## config.mk

```make
export PLATFORM = sky130hd
export DESIGN_NAME = sd_image_responder
export DESIGN_NICKNAME = d
export VERILOG_FILES = /design/src/rtl/sd_resp_pkg.sv /design/src/rtl/sd_image_responder.sv
export SDC_FILE = /design/constraint.sdc
export NUM_CORES = 1
export LEC_CHECK = 0
export CAP_MARGIN = 40
export CORE_UTILIZATION = 49
export CTS_BUF_LIST = sky130_fd_sc_hd__clkbuf_4 sky130_fd_sc_hd__clkbuf_8
export DETAILED_ROUTE_END_ITERATION = 8
export GPL_TIMING_DRIVEN = 0
export PLACE_DENSITY = 0.87
export SYNTH_ARGS = -nofsm -noshare
export SYNTH_HDL_FRONTEND = slang
export SYNTH_SLANG_ARGS = --single-unit
```

## constraint.sdc

```tcl
create_clock -name clk -period 4.9 [get_ports clk]
set_input_delay 0.735 -clock clk [delete_from_list [all_inputs] [get_ports clk]]
set_output_delay 0.735 -clock clk [all_outputs]
set_load 0.05 [all_outputs]
```

## src/rtl/sd_resp_pkg.sv

```systemverilog
// Shared types and constants for the SD block-request responder.
package sd_resp_pkg;

    typedef enum logic [2:0] {
        IDLE,
        RD_REQ,
        RD_PUT,
        WR_ADDR,
        WR_WAIT1,
        WR_SAMPLE,
        WR_REQ,
        DONE
    } sd_resp_state_t;

    localparam int SD_BLOCK_BYTES   = 512;
    localparam int SD_CNT_W         = 9;
    localparam int SD_WR_SAMPLE_DLY = 2;

endpackage

```

## src/rtl/sd_image_responder.sv

```systemverilog
// Responder for sd_rd/sd_wr block requests against a byte-wide image memory (write path under SD_RESP_WRITE_EN).
// Latency: sd_ack 1 cycle after request; per byte mem_ack latency + 2 (read), 3 + mem_ack latency (write).
// Backpressure: memory stalls via mem_req/mem_ack; the sd_buff side is never stalled and has no ready.
module sd_image_responder
    import sd_resp_pkg::*;
#(
    parameter int MEM_AW     = 19,
    parameter int IMG_BLOCKS = 342
) (
    input  logic              clk,
    input  logic              reset,
    input  logic [31:0]       sd_lba,
    input  logic              sd_rd,
    input  logic              sd_wr,
    output logic              sd_ack,
    output logic [8:0]        sd_buff_addr,
    output logic [7:0]        sd_buff_dout,
    input  logic [7:0]        sd_buff_din,
    output logic              sd_buff_wr,
    output logic              mem_req,
    output logic              mem_we,
    output logic [MEM_AW-1:0] mem_addr,
    output logic [7:0]        mem_din,
    input  logic [7:0]        mem_dout,
    input  logic              mem_ack,
    output logic              lba_err
);

    localparam int                  LBA_W    = MEM_AW - SD_CNT_W;
    localparam logic [SD_CNT_W-1:0] CNT_LAST = SD_CNT_W'(SD_BLOCK_BYTES - 1);

    sd_resp_state_t      state_q, state_d;
    logic [SD_CNT_W-1:0] cnt_q, cnt_d, cnt_nxt;
    logic [LBA_W-1:0]    lba_q, lba_d;
    logic                oor_q, oor_d;
    logic                ack_prev_q, ack_prev_d;
    logic                sd_ack_q, sd_ack_d;
    logic [8:0]          sd_buff_addr_q, sd_buff_addr_d;
    logic [7:0]          sd_buff_dout_q, sd_buff_dout_d;
    logic                sd_buff_wr_q, sd_buff_wr_d;
    logic                mem_req_q, mem_req_d;
    logic                mem_we_q, mem_we_d;
    logic [MEM_AW-1:0]   mem_addr_q, mem_addr_d;
    logic [7:0]          mem_din_q, mem_din_d;
    logic                lba_err_q, lba_err_d;
    logic                req_oor;

    assign req_oor = (sd_lba >= 32'(IMG_BLOCKS));
    assign cnt_nxt = cnt_q + SD_CNT_W'(1);

`ifndef SD_RESP_WRITE_EN
    logic unused_buff_din;
    assign unused_buff_din = ^sd_buff_din;
`endif

    always_comb begin
        state_d        = state_q;
        cnt_d          = cnt_q;
        lba_d          = lba_q;
        oor_d          = oor_q;
        ack_prev_d     = sd_ack_q;
        sd_ack_d       = sd_ack_q;
        sd_buff_addr_d = sd_buff_addr_q;
        sd_buff_dout_d = sd_buff_dout_q;
        sd_buff_wr_d   = 1'b0;
        mem_req_d      = mem_req_q;
        mem_we_d       = mem_we_q;
        mem_addr_d     = mem_addr_q;
        mem_din_d      = mem_din_q;
        lba_err_d      = 1'b0;

        case (state_q)
            IDLE: begin
                // ack_prev_q guarantees the initiator saw sd_ack low for a full cycle
                if (!ack_prev_q && !sd_ack_q && (sd_rd || sd_wr)) begin
                    lba_d    = sd_lba[LBA_W-1:0];
                    oor_d    = req_oor;
                    cnt_d    = '0;
                    sd_ack_d = 1'b1;
                    if (sd_rd) begin
                        state_d    = RD_REQ;
                        lba_err_d  = req_oor;
                        mem_req_d  = !req_oor;
                        mem_we_d   = 1'b0;
                        mem_addr_d = {sd_lba[LBA_W-1:0], {SD_CNT_W{1'b0}}};
                    end else begin
                        state_d = WR_ADDR;
`ifdef SD_RESP_WRITE_EN
                        lba_err_d = req_oor;
`else
                        lba_err_d = 1'b1;
`endif
                    end
                end
            end
            RD_REQ: begin
                if (oor_q || mem_ack) begin
                    sd_buff_dout_d = oor_q ? 8'h00 : mem_dout;
                    sd_buff_addr_d = cnt_q;
                    sd_buff_wr_d   = 1'b1;
                    mem_req_d      = 1'b0;
                    state_d        = RD_PUT;
                end
            end
            RD_PUT: begin
                if (cnt_q == CNT_LAST) begin
                    sd_ack_d = 1'b0;
                    state_d  = DONE;
                end else begin
                    cnt_d      = cnt_nxt;
                    mem_req_d  = !oor_q;
                    mem_addr_d = {lba_q, cnt_nxt};
                    state_d    = RD_REQ;
                end
            end
`ifdef SD_RESP_WRITE_EN
            WR_ADDR: begin
                sd_buff_addr_d = cnt_q;
                state_d        = WR_WAIT1;
            end
            WR_WAIT1: begin
                state_d = WR_SAMPLE;
            end
            WR_SAMPLE: begin
                // Initiator RAM has a 1-cycle read; data for cnt is valid now
                mem_din_d = sd_buff_din;
                state_d   = WR_REQ;
                if (!oor_q) begin
                    mem_req_d  = 1'b1;
                    mem_we_d   = 1'b1;
                    mem_addr_d = {lba_q, cnt_q};
                end
            end
            WR_REQ: begin
                if (oor_q || mem_ack) begin
                    mem_req_d = 1'b0;
                    mem_we_d  = 1'b0;
                    if (cnt_q == CNT_LAST) begin
                        sd_ack_d = 1'b0;
                        state_d  = DONE;
                    end else begin
                        cnt_d   = cnt_nxt;
                        state_d = WR_ADDR;
                    end
                end
            end
`else
            WR_ADDR: begin
                // Write-protected image: walk the buffer so the initiator's handshake completes
                sd_buff_addr_d = cnt_q;
                if (cnt_q == CNT_LAST) begin
                    sd_ack_d = 1'b0;
                    state_d  = DONE;
                end else begin
                    cnt_d = cnt_nxt;
                end
            end
`endif
            DONE: begin
                sd_ack_d = 1'b0;
                state_d  = IDLE;
            end
            default: begin
                sd_ack_d  = 1'b0;
                mem_req_d = 1'b0;
                mem_we_d  = 1'b0;
                state_d   = IDLE;
            end
        endcase
    end

    always_ff @(posedge clk) begin
        if (reset) begin
            state_q        <= IDLE;
            cnt_q          <= '0;
            lba_q          <= '0;
            oor_q          <= 1'b0;
            ack_prev_q     <= 1'b0;
            sd_ack_q       <= 1'b0;
            sd_buff_addr_q <= '0;
            sd_buff_dout_q <= '0;
            sd_buff_wr_q   <= 1'b0;
            mem_req_q      <= 1'b0;
            mem_we_q       <= 1'b0;
            mem_addr_q     <= '0;
            mem_din_q      <= '0;
            lba_err_q      <= 1'b0;
        end else begin
            state_q        <= state_d;
            cnt_q          <= cnt_d;
            lba_q          <= lba_d;
            oor_q          <= oor_d;
            ack_prev_q     <= ack_prev_d;
            sd_ack_q       <= sd_ack_d;
            sd_buff_addr_q <= sd_buff_addr_d;
            sd_buff_dout_q <= sd_buff_dout_d;
            sd_buff_wr_q   <= sd_buff_wr_d;
            mem_req_q      <= mem_req_d;
            mem_we_q       <= mem_we_d;
            mem_addr_q     <= mem_addr_d;
            mem_din_q      <= mem_din_d;
            lba_err_q      <= lba_err_d;
        end
    end

    assign sd_ack       = sd_ack_q;
    assign sd_buff_addr = sd_buff_addr_q;
    assign sd_buff_dout = sd_buff_dout_q;
    assign sd_buff_wr   = sd_buff_wr_q;
    assign mem_req      = mem_req_q;
    assign mem_we       = mem_we_q;
    assign mem_addr     = mem_addr_q;
    assign mem_din      = mem_din_q;
    assign lba_err      = lba_err_q;

endmodule
```

Word-level counts from Yosys, hierarchy flattened
Cells that the tools add are included.
W data, S select, Z words.
- bits in registers: 65
- output and inout port bits: 49
- word-level logic and storage cells: 87
- input port bits: 53
- magnitude comparators: 1
- multiplexer cells: 29
- add/sub/neg operators: 1
- equality and inequality tests: 12
- bitwise logic cells: 5
- reductions and logical operators: 26
- operator list (operator ; number):
    $mux W19 ; 3
    $pmux W19 S2 ; 1
    $pmux W9 S2 ; 2
    $ge A32 B9 Y1 const B ; 1
    $mux W9 ; 3
    $mux W3 ; 4
    $ne A2 B2 Y1 const B ; 6
    $pmux W3 S4 ; 1
    $reduce_and A3 Y1 ; 4
    $mux W1 ; 10
    $add A9 B1 Y9 const B ; 1
    $eq A9 B9 Y1 const B ; 1
    $mux W8 ; 1
    $eq A3 B2 Y1 const B ; 2
    $reduce_and A2 Y1 ; 3
    $reduce_bool A2 Y1 ; 3
    $reduce_or A2 Y1 ; 3
    $not A1 Y1 ; 5
    $reduce_and A5 Y1 ; 1
    $logic_not A1 Y1 ; 4
    $pmux W1 S4 ; 1
    $reduce_and A4 Y1 ; 1
    $reduce_or A4 Y1 ; 1
    $eq A3 B1 Y1 const B ; 1
    9 further kinds ; 11

Logic depth before layout (Yosys ltp)
Gate-level depths: netlist of run 1.
- depth in word-level cells: 5
- mapped depth: 12
- gate-level depth less buffers: 10

Least setup slack after synthesis of run 1
No wires, ideal clock.
- path type: reg2reg
- start point: register cnt_q[0]
- end point: register mem_addr_q[10] (netlist: mem_addr[10])
- library setup time: 0.086 ns
- arrival: 2.372 ns
- required time: 4.814 ns
- path slack: 2.442 ns
- path buffers: 2
- cell stages (with the launch flop): 13
- clock period less this slack: 2.458 ns
- path through: dfxtp_1 -> ha_1 -> and3_1 -> buf_4 -> and3_1 -> and3_1 -> ha_1 -> and2_1 -> o21ai_2 -> o211a_1 -> buf_4 -> nor2_1 -> a211oi_1
- longest elaborated chain between the ends: 3
- ends and longest elaborated chain (item ; line ; text):
    start: declaration ; sd_image_responder.sv:33 ; logic [SD_CNT_W-1:0] cnt_q, cnt_d, cnt_nxt;
    start signal: assignment ; sd_image_responder.sv:190 ; cnt_q <= cnt_d;
    $eq A9 B9 Y1 ; sd_image_responder.sv:106 ; if (cnt_q == CNT_LAST) begin
    $ne A2 B2 Y1 (no source line) ; -- ;
    $reduce_and A4 Y1 (no source line) ; -- ;
    end signal: assignment ; sd_image_responder.sv:200 ; mem_addr_q <= mem_addr_d;
    end: declaration ; sd_image_responder.sv:43 ; logic [MEM_AW-1:0] mem_addr_q, mem_addr_d;
Every way passes these cells.
A chain may end at the register's enable or synchronous reset.

Final worst setup path of run 1
- start point: register cnt_q[0]
- end point: register mem_addr_q[9] (netlist: mem_addr[9])
The elaborated chain is that of the path after synthesis.

==> results of run 1 <==
-- final timing paths --
check             cells after the start  slack [ps]           to     start
setup / recovery                     12        2150  mem_addr[9]  cnt_q[0]
setup reg to reg                     12        2150  mem_addr[9]  cnt_q[0]
hold / removal                        2         460     lba_q[0]  lba_q[0]
hold reg to reg                       2         460     lba_q[0]  lba_q[0]
-- flip-flops by register name, indices dropped and copies added (netlist names) --
| signal | flops |
|---|---|
| state_q | 3 |
| ack_prev_q | 1 |
| lba_err | 1 |
| sd_buff_addr | 9 |
| sd_buff_wr | 1 |
| oor_q | 1 |
| sd_ack | 1 |
| mem_addr | 19 |
| sd_buff_dout | 8 |
| lba_q | 10 |
| cnt_q | 9 |
| mem_req | 1 |
-- stage by stage --
| stage | util | setup slack (ps) |
|---|---|---|
| 5_1_grt | 0.717 | 1930 |
| 2_1_floorplan | - | 2440 |
| 6_report | 0.717 | 2150 |
| 3_5_place_dp | 0.679 | 2170 |
| 3_3_place_gp | 0.679 | 2210 |
| 4_1_cts | 0.717 | 2140 |
-- area by class of cell --
cell class	count	area [um^2]	area share
timing repair buffer	83	831	0.211
tap	72	90.1	0.0228
buffer	28	184	0.0466
clock inverter	3	40.0	0.0101
inverter	3	11.3	0.00285
multi-input combinational	210	1340	0.340
clock buffer	13	166	0.0422
sequential	64	1280	0.325
-- cells by family after synthesis --
logic type                 count (synthesis)  synth area share
AOI/OAI and AO/OA                         59             0.147
xor gates and xnor gates                   6            0.0188
adders and majority gates                  2           0.00897
buffers and inverters                     31            0.0700
DFF                                       64             0.459
muxes                                     28             0.100
other                                      1           0.00134
and+or+nand+nor                          106             0.194
-- tightest hold or removal path: cells and delay by family (launching register included) --
family / cells / cell delay [ps]
AOI/OAI and AO/OA: 1 / 50
DFF: 1 / 310
and+or+nand+nor: 1 / 50
-- metal layers --
metal / track usage / routed length [um] / up-vias
met3: 0.0471 / 344 / 17
met1: 0.274 / 2790 / 1193
li1: - / - / 1247
met4: 0.140 / 192 / 0
met2: 0.373 / 3310 / 91
met5: 0 / 0 / -
-- report_power, final --
part           leakage [uW]  total, uW  switching, uW  internal, uW
logic              0.000927        505            308           197
clock network      0.000110        463            191           273
registers          0.000521        609           34.3           574
-- cell usage in the layout (no fill, tap or decap), drive strengths merged, types with 2 or more instances in the layout --
cell,n
xnor2,3
buf,20
nand3b,3
a211oi,14
nand2,6
and2,2
o31ai,2
a22oi,7
ha,2
mux2i,28
conb,9
nor2b,4
dfxtp,64
a21oi,13
and3,6
clkdlybuf4s50,83
inv,3
nor3,9
clkinv,2
nor4,6
o21ai,9
nor3b,2
nor2,49
a22o,8
clkbuf,21
nand3,10
xor2,3
o211ai,2
or3,3
==> results.cfg, run 1 <==
[sta]
hold_viol_final = 0
drv_slew = 0
setup_viol = 0
rsz0062_at_grt = no
min_period_over_period = 0.562
whs_ps = 461
timing.fmax_ghz = 0.363
maxSlewHeadroom = 0.636
fin_setup_tns_ps = 0
fin_skew_ps = 6.19
max_slew.worst_pin.slew_ps = 546
period_needed_ps = 2750

[cts]
cts_hold_buf = 0
cts.clk_slew.worst_paths_ps = 70
post_cts_buffers = 0
clkLatencyLatePin_ps = 330
numCtsBuffers = 9
cts.sinks = 64
cts_resized = 0
cts_root_buf = clkbuf_8
cts_tree = yes
cts_max_level = 3
clock_path_buffers = 2

[placed_design]
placed_area_um2 = 3740
dpl.hpwl_mm = 4.89
portBuffers = 83
routabilityCongestion = 0.876
dp.cells = 460

[setup_path]
critPathTopFamily = simple AND/OR/NAND/NOR gates
crit_path_frequent_cell = and3_1
cp_max_fo = 10
max_stage_delay_ps = 380
startpoint_type = register
arrival_ps = 3000
cp.required_ps = 5150
crit_type = register to register
worst-path-buf-inv = 2
crit_slowest_cell = dfxtp_1
cp-end-kind = register
cp_cell_sequence = ha_1 > and3_1 > buf_4 > and3_1 > and3_1 > ha_1 > and2_1 > o21ai_2 > o211a_1 > buf_4 > nor2_1 > a211oi_1

[die]
io_pins = 102
dieArea_um2 = 6000
die_w_um = 77.4
rows = 27
start_util = 0.506
coreArea_um2 = 5510
die_h_um = 77.4

[logic_synthesis]
synthCells = 297
synth_area_um2 = 2790
syn_area_per_cell_um2 = 9.39
yosysMostFrequentCell = dfxtp_1
yosys-top-cells-count = dfxtp_1 (64), nor2_1 (49), mux2i_1 (28), a211oi_1 (14), buf_4 (14)
synth_edf_count = 0
synth_cell_types = 43
synthFlopType = dfxtp_1
yosys_warnings = 0
yosys.area.top_type = dfxtp_1
seq_area_frac_synth = 0.459
async_flop_share = 0
synth_top_area_frac = 0.459
synth_area_leaders = dfxtp_1 (46%), mux2i_1 (10%), nor2_1 (6.6%)
synth-seq-cells = 64

[run_status]
status = finished clean

[route]
dr.pass1.iters = 4
via_count = 2548
avgViaCountPerCell = 5.35
ant_nets = 0
drc = 0
first_iter_violations = 159
routed_wl_mm = 6.64
avgRoutedWirePerCell_um = 13.9

[global_routing]
grtUsageTotal = 0.228
antenna_found_initial = 0
grt_overflow = 0
grt_pass1_wl_mm = 10.8
grt_pass1_vias = 2322
grt_max_degree = 11

[final_layout]
nFillCells = 427
insertedDiodeCount = 0
stdcell_area_um2 = 3950
syn_to_final_growth_pct = 41.5
layout-drive-gt1-share = 0.104
finalNonFillerCells = 476
finalNetCount = 454

[pwr]
p_total_uw = 1580
leakage_uw = 0.00156
vdd_drop_max_v = 0.000213
power_density_nw_per_um2 = 400

[min_path]
hp-class = register to register

[flow_run]
drv_cap = 0
No activity file was read; power rests on OpenSTA's default activity.
==> run 2: changes to the inputs <==
- CORE_UTILIZATION: 49 -> 41
- PLACE_DENSITY: 0.87 -> 0.78
- clock period: 4.9 -> 2.31 ns (I/O delays scaled with it)
==> results.cfg, run 2 (synthesis results as in run 1) <==
[setup_path]
cp_max_fo = 4
startpoint_type = register
path_depth = 11
worst-path-buf-inv = 1
ff2ff_path_depth = 11
crit_path_frequent_cell = and3_4
critPathTopFamily = simple AND/OR/NAND/NOR gates
reg2reg_slack_ps = 10
cp.required_ps = 2530
rr_startpoint = cnt_q[0]
cp-end-kind = register
crit_type = register to register
arrival_ps = 2520
max_stage_delay_ps = 360
crit_slowest_cell = dfxtp_4
crit_start = cnt_q[0]
cp_cell_sequence = ha_4 > and3_4 > and3_4 > and3_4 > ha_4 > and2_4 > o21ai_4 > buf_6 > o211ai_2 > a22oi_2 > nor2_1

[cts]
cts_max_level = 3
clkLatencyLatePin_ps = 350
clock_path_buffers = 2
cts_hold_buf = 0
cts_root_buf = clkbuf_8
numCtsBuffers = 9
cts_tree = yes
cts.clk_slew.worst_paths_ps = 70
cts.sinks = 64

[global_routing]
grt_pass1_wl_mm = 12.1
grtUsageTotal = 0.217
grt_overflow = 0
grt_pass1_vias = 2562
antenna_found_initial = 0
grt_max_degree = 13

[sta]
whs_ps = 464
drv_slew = 0
setup_viol = 0
min_period_over_period = 0.996
timing.fmax_ghz = 0.435
hold_viol_final = 0
period_needed_ps = 2300
setup_slack_ps = 10.3
max_slew.worst_pin.slew_ps = 630
fin_skew_ps = 4.60
rsz0062_at_grt = yes
maxSlewHeadroom = 0.579

[die]
die_h_um = 84.5
rows = 29
io_pins = 102
start_util = 0.432
dieArea_um2 = 7140
die_w_um = 84.5
coreArea_um2 = 6460

[flow_run]
drv_cap = 0

[final_layout]
syn_to_final_growth_pct = 51.5
final_cell_mix = clkdlybuf4s50_1 (83), dfxtp_1 (61), nor2_1 (47), mux2i_1 (28), buf_4 (20)
largest_reg_flops = 19
finalNetCount = 463
insertedDiodeCount = 0
stdcell_area_um2 = 4220
mostFrequentLayoutCell = clkdlybuf4s50_1
layout-drive-gt1-share = 0.184

[min_path]
hold_path_depth = 2
min-delay-start = lba_q[0]
hp-class = register to register

[placed_design]
dpl_worst_slack_ps = -276
dpl.hpwl_mm = 5.05
routabilityCongestion = 0.841
placed_area_um2 = 3760
portBuffers = 83

[route]
via_count = 2656
dr.pass1.iters = 9
drc = 12
first_iter_violations = 157
avgRoutedWirePerCell_um = 16.4
routed_wl_mm = 8.01
avgViaCountPerCell = 5.42
ant_nets = 0

[pwr]
leakage_uw = 0.00162
power_density_nw_per_um2 = 878
p_total_uw = 3710
vdd_drop_max_v = 0.000440

[run_status]
violations = DRC
status = finished with violations
-- run 2: cell types whose count changed in the layout (fill, tap and decap cells not counted), sizes merged --
cell / change
o211ai: +1
buf: +8
bufinv: +2
clkinvlp: +1
clkbuf: -4
clkinv: +1
-- run 2: worst register-to-register path, cell delays in order (launching register included) --
cell	delay (ps)
dfxtp_4	360
ha_4	160
and3_4	180
and3_4	180
and3_4	180
ha_4	160
and2_4	160
o21ai_4	190
buf_6	150
o211ai_2	170
a22oi_2	230
nor2_1	60
-- run 2: power breakdown --
group | internal (uW) | switching (uW)
clock | 718 | 462
combinational | 484 | 753
sequential | 1220 | 74.2
-- run 2: worst paths after layout --
check | to
max | mem_addr[6]
min | lba_q[0]
max reg2reg | mem_addr[6]
min reg2reg | lba_q[0]
-- run 2: final cells by class --
class / count / area, um^2
buffer: 27 / 186
clock buffer: 9 / 124
clock inverter: 7 / 120
fill: 521 / 2230
inverter: 3 / 11.3
multi-input combinational: 211 / 1490
sequential: 64 / 1290
tap: 77 / 96.3
timing repair buffer: 92 / 902
-- run 2: routing by layer --
layer | track usage | part of all wire
met2 | 0.368 | 0.48
met1 | 0.256 | 0.42
met4 | 0.0878 | 0.023
met3 | 0.0669 | 0.079
met5 | 0 | 0
-- run 2: per-stage QoR --
stage,util,setup TNS [ps],instances
after floorplan,-,0,305
after global placement,0.582,-4100,465
after detailed placement,0.582,-5680,465
after CTS,0.638,0,489
after global routing,0.654,-114,490
final,0.654,0,490
-- run 2: what timing repair did --
item                                    4_1_cts  5_1_grt
gates cloned                                  1        1
pin swaps                                     7        7
setup buffers                                 8        0
endpoints found under the setup margin       29       24
resized for setup                            15       19
==> run 3: changes to the inputs <==
- CELL_PAD_IN_SITES_DETAIL_PLACEMENT: unset -> 2
- CELL_PAD_IN_SITES_GLOBAL_PLACEMENT: unset -> 2
- CORE_UTILIZATION: 41 -> 24
- PLACE_DENSITY: 0.78 -> unset
- PLACE_DENSITY_LB_ADDON: unset -> 0.1
==> results.cfg, run 3 (synthesis results as in run 1) <==
[run_status]
status = finished clean

[final_layout]
final_cell_mix = clkdlybuf4s50_1 (83), dfxtp_1 (61), nor2_1 (45), mux2i_1 (28), buf_4 (17)
finalNonFillerCells = 552
insertedDiodeCount = 0
mostFrequentLayoutCell = clkdlybuf4s50_1
finalNetCount = 460
layout-drive-gt1-share = 0.186
stdcell_area_um2 = 4250
seq_area_um2 = 1290
final_util = 0.374
syn_to_final_growth_pct = 52.4
nFillCells = 1278
multi_input_area_um2 = 1520
largest_reg_flops = 19

[pwr]
leakage_uw = 0.00158
power_density_nw_per_um2 = 813
vdd_drop_max_v = 0.000377

[global_routing]
grtUsageTotal = 0.161
grt_pass1_wl_mm = 14.4
antenna_found_initial = 0
grt_pass1_vias = 2684
grt_overflow = 0
grt_max_degree = 11

[placed_design]
dpl_worst_slack_ps = -336
portBuffers = 83
dp.cells = 531
placed_area_um2 = 3840
dpl.hpwl_mm = 6.52
routabilityCongestion = 0.733

[sta]
timing.fmax_ghz = 0.435
setup_viol = 0
maxSlewHeadroom = 0.534
rsz0062_at_grt = yes
max_slew.worst_pin.slew_ps = 697
period_needed_ps = 2300
drv_slew = 0
fin_setup_tns_ps = 0
hold_viol_final = 0
min_period_over_period = 0.994
fin_skew_ps = 9.13
setup_slack_ps = 13.1

[route]
avgViaCountPerCell = 4.64
drc = 0
via_count = 2562
first_iter_violations = 59
dr.pass1.iters = 6
routed_wl_mm = 9.35
avgRoutedWirePerCell_um = 16.9
ant_nets = 0

[setup_path]
crit_type = register to register
crit_path_frequent_cell = and3_4
cp.required_ps = 2520
crit_slowest_cell = dfxtp_4
cp-end-kind = register
max_stage_delay_ps = 360
startpoint_type = register
arrival_ps = 2510
cp_cell_sequence = ha_4 > and3_4 > and3_4 > and3_4 > ha_4 > and2_4 > o21ai_4 > buf_6 > o211ai_4 > a22oi_1 > nor2_1
cp_max_fo = 5

[cts]
clock_path_buffers = 2
clkLatencyLatePin_ps = 350
cts_max_level = 3
cts_hold_buf = 0
cts_tree = yes
numCtsBuffers = 9
cts_root_buf = clkbuf_8
cts.sinks = 64
cts.clk_slew.worst_paths_ps = 70

[min_path]
hp-class = register to register

[die]
die_h_um = 110
dieArea_um2 = 12100
coreArea_um2 = 11400
start_util = 0.245
die_w_um = 110
io_pins = 102
rows = 39

[flow_run]
drv_cap = 0
[run 3: cell count changes in the layout (fill, tap and decap cells not counted), moves of 2 or more]
cell / before / now
a211oi_1: 11 / 9
a211oi_2: 3 / 5
buf_4: 20 / 17
bufinv_16: 3 / 0
clkbuf_8: 9 / 11
clkinv_4: 2 / 0
nor2_1: 47 / 45
[run 3: stage by stage]
stage / total power, uW / hold slack, ps
2_1_floorplan: 2060 / 436
3_3_place_gp: 2420 / 446
3_5_place_dp: 2440 / 469
4_1_cts: 3430 / 478
5_1_grt: 3640 / 502
6_report: 3450 / 472
[run 3: area by class of cell]
| class | count | area share |
|---|---|---|
| Timing Repair Buffer | 90 | 0.210 |
| Buffer | 26 | 0.0427 |
| Inverter | 3 | 0.00265 |
| Tap cell | 143 | 0.0421 |
| Multi-Input combinational cell | 211 | 0.358 |
| Clock inverter | 3 | 0.00412 |
| Clock buffer | 12 | 0.0374 |
| Sequential cell | 64 | 0.304 |
[run 3: critical path: cells and delay by family, from the launching register on]
kind | cells | cell delay, ps
and+or+nand+nor | 5 | 750
AOI/OAI and AO/OA | 3 | 560
DFF | 1 | 360
adders and majority gates | 2 | 320
buffers and inverters | 1 | 160
[run 3: routing by layer]
| layer | vias up | track usage | routed length (um) |
|---|---|---|---|
| li1 | 1255 | - | - |
| met3 | 7 | 0.0421 | 347 |
| met5 | - | 0 | 0 |
| met4 | 0 | 0.0400 | 94 |
| met2 | 45 | 0.289 | 4780 |
| met1 | 1255 | 0.188 | 4130 |
[run 3: timing repair]
| action | in CTS | in global routing |
|---|---|---|
| setup buffers | 5 | 1 |
| resized for setup | 22 | 19 |
| hold endpoints to repair | 0 | 0 |
| gates cloned | 1 | 1 |
| setup endpoints to repair | 31 | 20 |
| pin swaps | 4 | 11 |
[run 3: final timing paths]
path / to / startpoint / slack (ps) / depth (start not counted)
setup / recovery: mem_addr[8] / cnt_q[0] / 10 / 11
hold / removal: lba_q[0] / lba_q[0] / 470 / 2
setup reg to reg: mem_addr[8] / cnt_q[0] / 10 / 11
hold reg to reg: lba_q[0] / lba_q[0] / 470 / 2
[run 3: report_power, final]
part	internal, uW	leakage, uW	switching (uW)	total (uW)
logic	485	0.000965	776	1260
registers	1220	0.000523	73.0	1290
clock network	451	0.0000917	449	900
